## src/rtl/ahb_periph_pkg.sv

```systemverilog
// ahb_periph_pkg: shared AHB peripheral register offsets, transfer encodings and field positions
package ahb_periph_pkg;
  localparam logic [1:0] OFF_DATA = 2'd0;
  localparam logic [1:0] OFF_STAT = 2'd1;
  localparam logic [1:0] OFF_CTRL = 2'd2;
  typedef enum logic [1:0] {
    HTRANS_IDLE   = 2'b00,
    HTRANS_BUSY   = 2'b01,
    HTRANS_NONSEQ = 2'b10,
    HTRANS_SEQ    = 2'b11
  } htrans_e;
  localparam int ST_EMPTY    = 0;
  localparam int ST_FULL     = 1;
  localparam int ST_COUNT    = 4;
  localparam int CTRL_IRQ_EN = 0;
  localparam int CTRL_FLUSH  = 1;
endpackage

```

## src/rtl/sync_fifo.sv

```systemverilog
// sync_fifo: single-clock FIFO with occupancy count and synchronous flush
module sync_fifo #(
  parameter int DEPTH = 4,
  parameter int DW = 8,
  localparam int AW = $clog2(DEPTH),
  localparam int CW = AW + 1
) (
  input  logic          clk,
  input  logic          rst_n,
  input  logic          push,
  input  logic          pop,
  input  logic          flush,
  input  logic [DW-1:0] wdata,
  output logic [DW-1:0] rdata,
  output logic          empty,
  output logic          full,
  output logic [CW-1:0] count
);
  logic [DW-1:0] mem [DEPTH];
  logic [AW-1:0] rd_ptr, wr_ptr;
  logic do_push, do_pop;
  assign empty = count == '0;
  assign full = count == CW'(DEPTH);
  assign do_push = push & ~full;
  assign do_pop = pop & ~empty & ~flush;
  assign rdata = mem[rd_ptr];
  // pointers and count; flush wins over any pop in the same cycle
  always_ff @(posedge clk or negedge rst_n)
    if (!rst_n) begin
      rd_ptr <= '0;
      wr_ptr <= '0;
      count <= '0;
    end else if (flush) begin
      rd_ptr <= '0;
      wr_ptr <= '0;
      count <= '0;
    end else begin
      if (do_push) wr_ptr <= wr_ptr + AW'(1);
      if (do_pop) rd_ptr <= rd_ptr + AW'(1);
      count <= count + CW'(do_push) - CW'(do_pop);
    end
  // storage is deliberately not reset
  always_ff @(posedge clk)
    if (do_push) mem[wr_ptr] <= wdata;
endmodule

```

## src/rtl/ahb2tx_fifo.sv

```systemverilog
// ahb2tx_fifo: AHB-Lite slave pushing written bytes through a FIFO to a valid/ready sink
module ahb2tx_fifo
  import ahb_periph_pkg::*;
#(
  parameter int DEPTH = 4,
  parameter int DW = 8,
  localparam int CW = $clog2(DEPTH) + 1
) (
  input  logic          HCLK,
  input  logic          HRESETn,
  input  logic [31:0]   HADDR,
  input  logic [31:0]   HWDATA,
  input  logic          HWRITE,
  input  logic [1:0]    HTRANS,
  input  logic          HREADY,
  input  logic          HSEL,
  output logic          HREADYOUT,
  output logic [31:0]   HRDATA,
  output logic          TX_IRQ,
  output logic [DW-1:0] TX_DATA,
  output logic          TX_VALID,
  input  logic          TX_READY
);
  logic last_sel, last_write, last_trans;
  logic [1:0] last_addr;
  logic irq_en, empty, full;
  logic [CW-1:0] count;
  logic active, wr_pend, ctrl_wr, push, flush;
  logic [31:0] status;
  logic unused_bits;
  assign unused_bits = ^{HADDR[31:4], HADDR[1:0], HWDATA[31:DW], HTRANS[0]};
  assign active = last_sel & last_trans;
  assign wr_pend = active & last_write & (last_addr == OFF_DATA);
  assign ctrl_wr = active & last_write & (last_addr == OFF_CTRL);
  assign HREADYOUT = ~(wr_pend & full);
  assign push = wr_pend & ~full;
  assign flush = ctrl_wr & HWDATA[CTRL_FLUSH];
  assign TX_VALID = ~empty;
  assign TX_IRQ = irq_en & empty;
  sync_fifo #(.DEPTH(DEPTH), .DW(DW)) u_fifo (
    .clk(HCLK),
    .rst_n(HRESETn),
    .push(push),
    .pop(TX_VALID & TX_READY),
    .flush(flush),
    .wdata(HWDATA[DW-1:0]),
    .rdata(TX_DATA),
    .empty(empty),
    .full(full),
    .count(count)
  );
  // address phase capture; holds while the data phase is stalled
  always_ff @(posedge HCLK or negedge HRESETn)
    if (!HRESETn) begin
      last_sel <= 1'b0;
      last_write <= 1'b0;
      last_trans <= 1'b0;
      last_addr <= 2'd0;
    end else if (HREADY) begin
      last_sel <= HSEL;
      last_write <= HWRITE;
      last_trans <= HTRANS[1];
      last_addr <= HADDR[3:2];
    end
  // interrupt enable, written at the end of the CTRL data phase
  always_ff @(posedge HCLK or negedge HRESETn)
    if (!HRESETn) irq_en <= 1'b0;
    else if (ctrl_wr) irq_en <= HWDATA[CTRL_IRQ_EN];
  // read mux; zero outside a read data phase
  always_comb begin
    status = '0;
    status[ST_EMPTY] = empty;
    status[ST_FULL] = full;
    status[ST_COUNT +: CW] = count;
    HRDATA = (~active | last_write) ? '0 :
             (last_addr == OFF_STAT) ? status :
             (last_addr == OFF_CTRL) ? 32'(irq_en) : '0;
  end
endmodule

```

## config.mk

```make
export PLATFORM = sky130hd
export DESIGN_NAME = ahb2tx_fifo
export DESIGN_NICKNAME = d
export VERILOG_FILES = /design/src/rtl/ahb_periph_pkg.sv /design/src/rtl/sync_fifo.sv /design/src/rtl/ahb2tx_fifo.sv
export SDC_FILE = /design/constraint.sdc
export NUM_CORES = 1
export LEC_CHECK = 0
export ABC_CLOCK_PERIOD_IN_PS = 4800
export BUFFER_PORTS_ARGS = -buffer_cell sky130_fd_sc_hd__buf_2
export CORE_MARGIN = 2
export CORE_UTILIZATION = 35
export DETAILED_ROUTE_END_ITERATION = 7
export SLEW_MARGIN = 20
export SYNTH_ARGS = -nofsm -noshare
export SYNTH_HDL_FRONTEND = slang
export SYNTH_SLANG_ARGS = --single-unit
```

## constraint.sdc

```tcl
create_clock -name HCLK -period 4.8 [get_ports HCLK]
set_clock_uncertainty 0.1 [all_clocks]
set_input_delay 0.24 -clock HCLK [delete_from_list [all_inputs] [get_ports HCLK]]
set_output_delay 0.24 -clock HCLK [all_outputs]
set_load 0.005 [all_outputs]
```

== Word-level counts from Yosys, hierarchy flattened ==
Memories as Yosys holds them, arrays and structs flattened.
Index checks and enable logic that the tools add are counted.

* $add $sub $neg: 4
* Multiply operators: 0
* Divide/modulo/power cells: 0
* $lt $le $gt $ge: 0
* Equal/unequal tests: 3
* Shift operators: 0
* Mux-type cells: 10
* Bitwise logic cells: 18
* Reduce and logical (&&, ||, !) cells: 4

{| class="wikitable"
|+ Operators by type and width
! kind !! count
|-
| $mux 7 || 2
|-
| $and 1x1->1 || 12
|-
| $mux 2 || 4
|-
| $not 1->1 || 5
|-
| $add 2x1->2 const B || 2
|-
| $reduce_bool 2->1 || 2
|-
| $add 3x1->3 || 1
|-
| $eq 3x3->1 const B || 1
|-
| $logic_not 3->1 || 1
|-
| $mux 1 || 3
|-
| $mux 3 || 1
|-
| $sub 3x1->3 || 1
|-
| $eq 2x1->1 const B || 1
|-
| $eq 2x2->1 const B || 1
|-
| $logic_not 2->1 || 1
|-
| $or 1x1->1 || 1
|}

* Flip-flop bits (word level): 13
* Bits in latches: 0
* Memory bits (writable): 32
* Memory bits (read-only): 0
* Bits of input ports: 72
* Output and inout bits: 43
* Logic and storage cells: 48
* Memories: 1

{| class="wikitable"
|+ Memories
! name !! words !! width !! rd ports !! clocked after memory_dff !! wr ports !! line !! source
|-
| u_fifo.mem || 4 || 8 || 1 || 0 || 1 || sync_fifo.sv:19 || <nowiki>logic [DW-1:0] mem [DEPTH];</nowiki>
|}

== Depth between registers and ports, before layout ==
* Word-level depth: 8
* Depth in mapped cells: 12
* Gate-level depth less buffers: 11

== Modules after synthesis ==
From an unflattened synthesis, not the netlist that was laid out.

* Cells, all modules: 145
* Area, all modules: 2159.6 µm²

{| class="wikitable"
|+ Modules (own cells, without submodules)
! module !! times used !! cells each !! area an instance (µm²) !! sequential area each (µm²)
|-
| sync_fifo || 1 || 88 || 1614.0 || 1136.1
|-
| ahb2tx_fifo || 1 || 57 || 545.5 || 150.1
|}

== Worst setup path before layout ==
OpenSTA, ideal clock, no wires.

* Path kind: reg-to-reg
* From: register last_addr[0]
* To: register u_fifo.count[2]
* Library setup time: 86 ps
* Arrival time: 2273 ps
* Required time: 4614 ps
* Setup slack: 2341 ps
* Cell stages (with the launch flop): 13
* Buffers on the path: 1
* Clock period less this slack: 2459 ps
* Cell sequence: dfrtp_1 > buf_2 > nand3b_1 > nor2_1 > nor2_1 > ha_1 > inv_1 > ha_1 > inv_1 > fa_1 > xor2_1 > and2_1 > nor3_1

* Longest elaborated chain between the ends: 7
* Elaborated cells on any way between the ends: 12
* Those cells by class: add/sub: 2; eq/ne: 1; mux: 1; bitwise: 7; reduce/logical: 1

{| class="wikitable"
|+ RTL lines
! element !! line !! source
|-
| start, declared || ahb2tx_fifo.sv:25 || <nowiki>logic [1:0] last_addr;</nowiki>
|-
| start signal, assigned || ahb2tx_fifo.sv:63 || <nowiki>last_addr <= HADDR[3:2];</nowiki>
|-
| $logic_not 2->1 or $eq 2x2->1 (tied branches) || ahb2tx_fifo.sv:33, ahb2tx_fifo.sv:34 ||
|-
| $and 1x1->1, on equally long branches || ahb2tx_fifo.sv:33, ahb2tx_fifo.sv:34 ||
|-
| $and 1x1->1, on equally long branches || ahb2tx_fifo.sv:36, ahb2tx_fifo.sv:37 ||
|-
| $and 1x1->1 or $not 1->1 (tied branches) || sync_fifo.sv:24, sync_fifo.sv:25 ||
|-
| $add 3x1->3 or $and 1x1->1 (tied branches) || sync_fifo.sv:40, sync_fifo.sv:25 ||
|-
| $sub 3x1->3 || sync_fifo.sv:40 || <nowiki>count <= count + CW'(do_push) - CW'(do_pop);</nowiki>
|-
| $mux 3 * || sync_fifo.sv:33 || <nowiki>end else if (flush) begin</nowiki>
|-
| end signal, assigned || sync_fifo.sv:40 ||
|-
| end, declared || sync_fifo.sv:17 || <nowiki>output logic [CW-1:0] count</nowiki>
|}

Mark *: on every way between the ends. The rest lies on a longest branch, timed or not.
A chain may end at the register's enable or synchronous reset.

== Worst setup path after layout ==
Ends and elaborated chain as after synthesis.

==> results <==
- The floorplan step defined a die boundary enclosing 6840 um2.
- The critical path class is reg -> reg.
- Entering global routing, the biggest net connects 17 pins.
- The total inserted antenna cells is 0.
- Including well taps, the total number of placed cells is 249.
- In the final layout, the share of cells above drive strength 1 is 0.328.
- The total clock sinks is 45.
- The routed length per placed instance is 12.6 um.
- The leakage power is 0.969 nW.
- Among all stages on the critical path, the largest delay is contributed by sky130_fd_sc_hd__dfrtp_1.
- The final non-filler cell total is 258.
- The HPWL after detailed placement is 2370 um.
- At the pin with the least slew margin, the transition time is 0.578 ns.
- The count of buffers from port buffering is 32.
- In this run the cell area of the synthesized design comes to 2170 um2.
- The arrival time at the worst endpoint is 2.79 ns.
- The flop and latch count out of synthesis is 45.
- After detailed routing, the total wire length is 3260 um.
- By area the synthesized netlist is led by sky130_fd_sc_hd__edfxtp_1 (44%), sky130_fd_sc_hd__dfrtp_1 (15%), sky130_fd_sc_hd__buf_4 (9.3%), sky130_fd_sc_hd__mux4_2 (8.3%), sky130_fd_sc_hd__ha_1 (3.5%).
- In this run the worst path has a maximum fanout of 10.
- The highest layer touched by signal routing is met4.
- In this run the count of I/O pins placed on the die edge is 115.
- The detailed route wirelength on metal3 is 216 um.
- The tree is rooted in a sky130_fd_sc_hd__clkbuf_8.
- Of the post-synthesis cell area, the dominant cell type holds 0.443.
- The initial antenna violation count is 0.
- Yosys printed 0 warnings.
- The count of endpoints failing hold in the final timing report is 0.
- The area growth from synthesis to layout is 11.9%.
- The relative max-transition margin is 0.614.
- The clock passes through at most 2 buffers.
- The clock input transition at the sequential cells of the worst setup and hold paths is 0.09 ns.
- Across every metal layer, demand over resource in global routing totals 0.105.
- The power density over cell area is 443 nW/um2.
- Setup violations remaining at the end of the flow were counted as 0.
- The signal on the critical path passes through nand3b_1 > nor2_1 > nor2_1 > ha_1 > inv_1 > ha_1 > inv_1 > fa_1 > xor2_1 > and2_1 > nor3_1.
- The routed wire length on met2 is 1600 um.
- The width of the die is 82.7 um.
- The via count is 1137.
- The weighted congestion reported at the end of routability-driven placement is 0.737.
- The total CTS buffers is 5.
- The overflow left after global routing is 0.
- Once detail routing completed, the nets flagged for antenna violations numbered 0.
- Across all hold checks on the routed design, the worst slack comes to 0.0514 ns.
- Dividing the final minimum period by the clock period gives 0.558.
- The max-slew violation count was 0.
- The number of violations reported at the end of detailed-routing iteration 0 is 39.
- The number of global-route vias before repair came to 1059.
- The detailed router put a total of 1400 um of wire on met1.
- IR analysis of the VDD net gives a maximum drop of 0.189 mV.
- The cell type contributing the most total cell area after synthesis is sky130_fd_sc_hd__edfxtp_1.
- The worst hold-check path type is in -> reg.
- The minimum period implied by the final worst setup slack is 2.68 ns.
- The maximum clock frequency is 373 MHz.
- The number of DRC violations after detailed routing is 0.
- The number of search-and-repair iterations in the first detailed-routing pass is 3.
- Setup repair after global routing left no endpoint under its margin.
- In this run the standard cell core region covers 5960 um2.
- The run finished with clean final reports.
- The startpoint type of the worst setup path is a flop.
- The worst path setup slack after routing is 2.12 ns.
- For this run, the slowest stage of the critical path takes 0.50 ns.
- The mean instance size in the synthesized netlist is 14.8 um2.
- The number of nets in the layout is 261.
- The synthesized instance count is 147.
- The worst setup path is captured at a flop.
- The global-route wire length before repair is 5240 um.
- The number of buffers inserted to repair setup after CTS is 0.
- Yosys mapped the design onto 31 distinct sky130hd cell types.
- The post-route setup TNS is 0 ns.
- Using the TritonRoute via totals, the vias-per-cell ratio works out to 4.41.
- The number of max-cap violations is 0.
- The number of placement rows is 28.
- TritonCTS built the clock tree.
- The pre-CTS worst setup slack is 2.13 ns.
- The data required time of the critical path is 4.91 ns.
- The total number of H-tree levels is 2.
- The share of synthesized area occupied by flip-flops and latches is 0.593.
- The die is 82.7 um tall.
- The effective utilization at floorplan is 0.364.
- The source-to-sink clock delay at the later pin of the worst-skew pair is 0.29 ns.
## registers in the layout (all words and copies together) (netlist names)
signal / count
u_fifo.mem: 32
u_fifo.count: 3
last_addr: 2
u_fifo.rd_ptr: 2
u_fifo.wr_ptr: 2
irq_en: 1
last_sel: 1
last_trans: 1
last_write: 1
## layout by cell type (no fill, tap or decap), drive strengths merged, types with 2 or more instances in the layout
cell type  synthesis  layout
buf               30      32
inv                6       7
nor3               3       3
ha                 6       6
nand3b             3       3
xor2               3       3
and2              10      10
nor3b              2       2
o311ai             2       2
clkbuf             1       5
mux4               8       8
mux2               6       6
nand3              2       2
conb               1      27
nor2               6       6
edfxtp            32      32
dfrtp             13      13
nand2              3       3
## what timing repair did
| item | 4_1_cts | 5_1_grt |
|---|---|---|
| endpoints found under the hold margin | 13 | 0 |
| endpoints found under the setup margin | 0 | 0 |
| hold buffers | 1 | 0 |
| resized for setup | 0 | 0 |
## cell type report
type | instances | area [um2]
sequential | 45 | 1290
fill | 562 | 3530
timing repair buffer | 33 | 170
tap | 75 | 93.8
clock inverter | 3 | 50.0
inverter | 6 | 22.5
multi-input combinational | 91 | 737
clock buffer | 5 | 68.8
## stage by stage
stage | power [mW] | utilization | instance area, um2
after floorplan | 0.726 | - | 2270
after global placement | 0.798 | 0.386 | 2300
after detailed placement | 0.802 | 0.386 | 2300
after CTS | 1.09 | 0.408 | 2430
after global routing | 1.15 | 0.408 | 2430
final | 1.08 | 0.408 | 2430
## Yosys cell counts
cell type                  number
sky130_fd_sc_hd__nor2b_1        1
sky130_fd_sc_hd__nand3_1        2
sky130_fd_sc_hd__mux2i_1        1
sky130_fd_sc_hd__and2_1         6
sky130_fd_sc_hd__nor2_1         6
sky130_fd_sc_hd__and2_2         4
sky130_fd_sc_hd__o31ai_1        1
sky130_fd_sc_hd__xor2_1         3
sky130_fd_sc_hd__nand2_1        3
sky130_fd_sc_hd__dfrtp_1       13
sky130_fd_sc_hd__nor3b_2        1
sky130_fd_sc_hd__buf_4         27
sky130_fd_sc_hd__or4_1          1
sky130_fd_sc_hd__conb_1         1
sky130_fd_sc_hd__mux2_2         6
sky130_fd_sc_hd__nor4b_1        1
sky130_fd_sc_hd__nor4_4         1
sky130_fd_sc_hd__ha_1           6
sky130_fd_sc_hd__nor3_1         3
sky130_fd_sc_hd__nand3b_1       3
sky130_fd_sc_hd__clkbuf_1       1
sky130_fd_sc_hd__o21ai_0        1
sky130_fd_sc_hd__buf_2          3
sky130_fd_sc_hd__a211oi_1       1
sky130_fd_sc_hd__inv_1          6
sky130_fd_sc_hd__o311ai_0       2
sky130_fd_sc_hd__edfxtp_1      32
sky130_fd_sc_hd__fa_1           1
sky130_fd_sc_hd__nand4_1        1
sky130_fd_sc_hd__nor3b_1        1
sky130_fd_sc_hd__mux4_2         8
## critical path: cells and delay by family (launching register included)
kind / cells / cell delay, ns
xor gates and xnor gates: 1 / 0.16
adders and majority gates: 3 / 0.78
buffers and inverters: 2 / 0.10
DFF: 1 / 0.50
and+or+nand+nor: 5 / 0.98
## routing by layer
layer / GRT usage / vias up
li1: - / 545
met1: 0.135 / 552
met2: 0.170 / 35
met3: 0.0359 / 5
met4: 0.0295 / 0
met5: 0 / -
## final timing paths
path / start / to / slack (ns) / cells past startpoint
max: last_addr[0] / u_fifo.count[2] / 2.12 / 11
min: HWDATA[2] / u_fifo.mem[3][2] / 0.05 / 1
max reg2reg: last_addr[0] / u_fifo.count[2] / 2.12 / 11
min reg2reg: irq_en / irq_en / 0.45 / 1
max in group asynchronous: HRESETn / u_fifo.rd_ptr[0] / 4.10 / 2
min in group asynchronous: HRESETn / last_addr[0] / 0.26 / 2
## report_power, final
part	leakage, nW	internal, mW	switching (mW)	total [mW]
sequential	0.438	0.455	0.0807	0.536
combinational	0.471	0.148	0.0992	0.247
clock	0.0603	0.160	0.134	0.293
## cells by family after synthesis
| kind of cell | synth area share |
|---|---|
| buf+inv | 0.112 |
| xor+xnor | 0.0121 |
| mux | 0.119 |
| simple gates | 0.101 |
| compound gates | 0.0173 |
| flops | 0.593 |
| fa+ha+maj | 0.0438 |
| other cells | 0.00173 |
No activity file was read; power rests on OpenSTA's default activity.
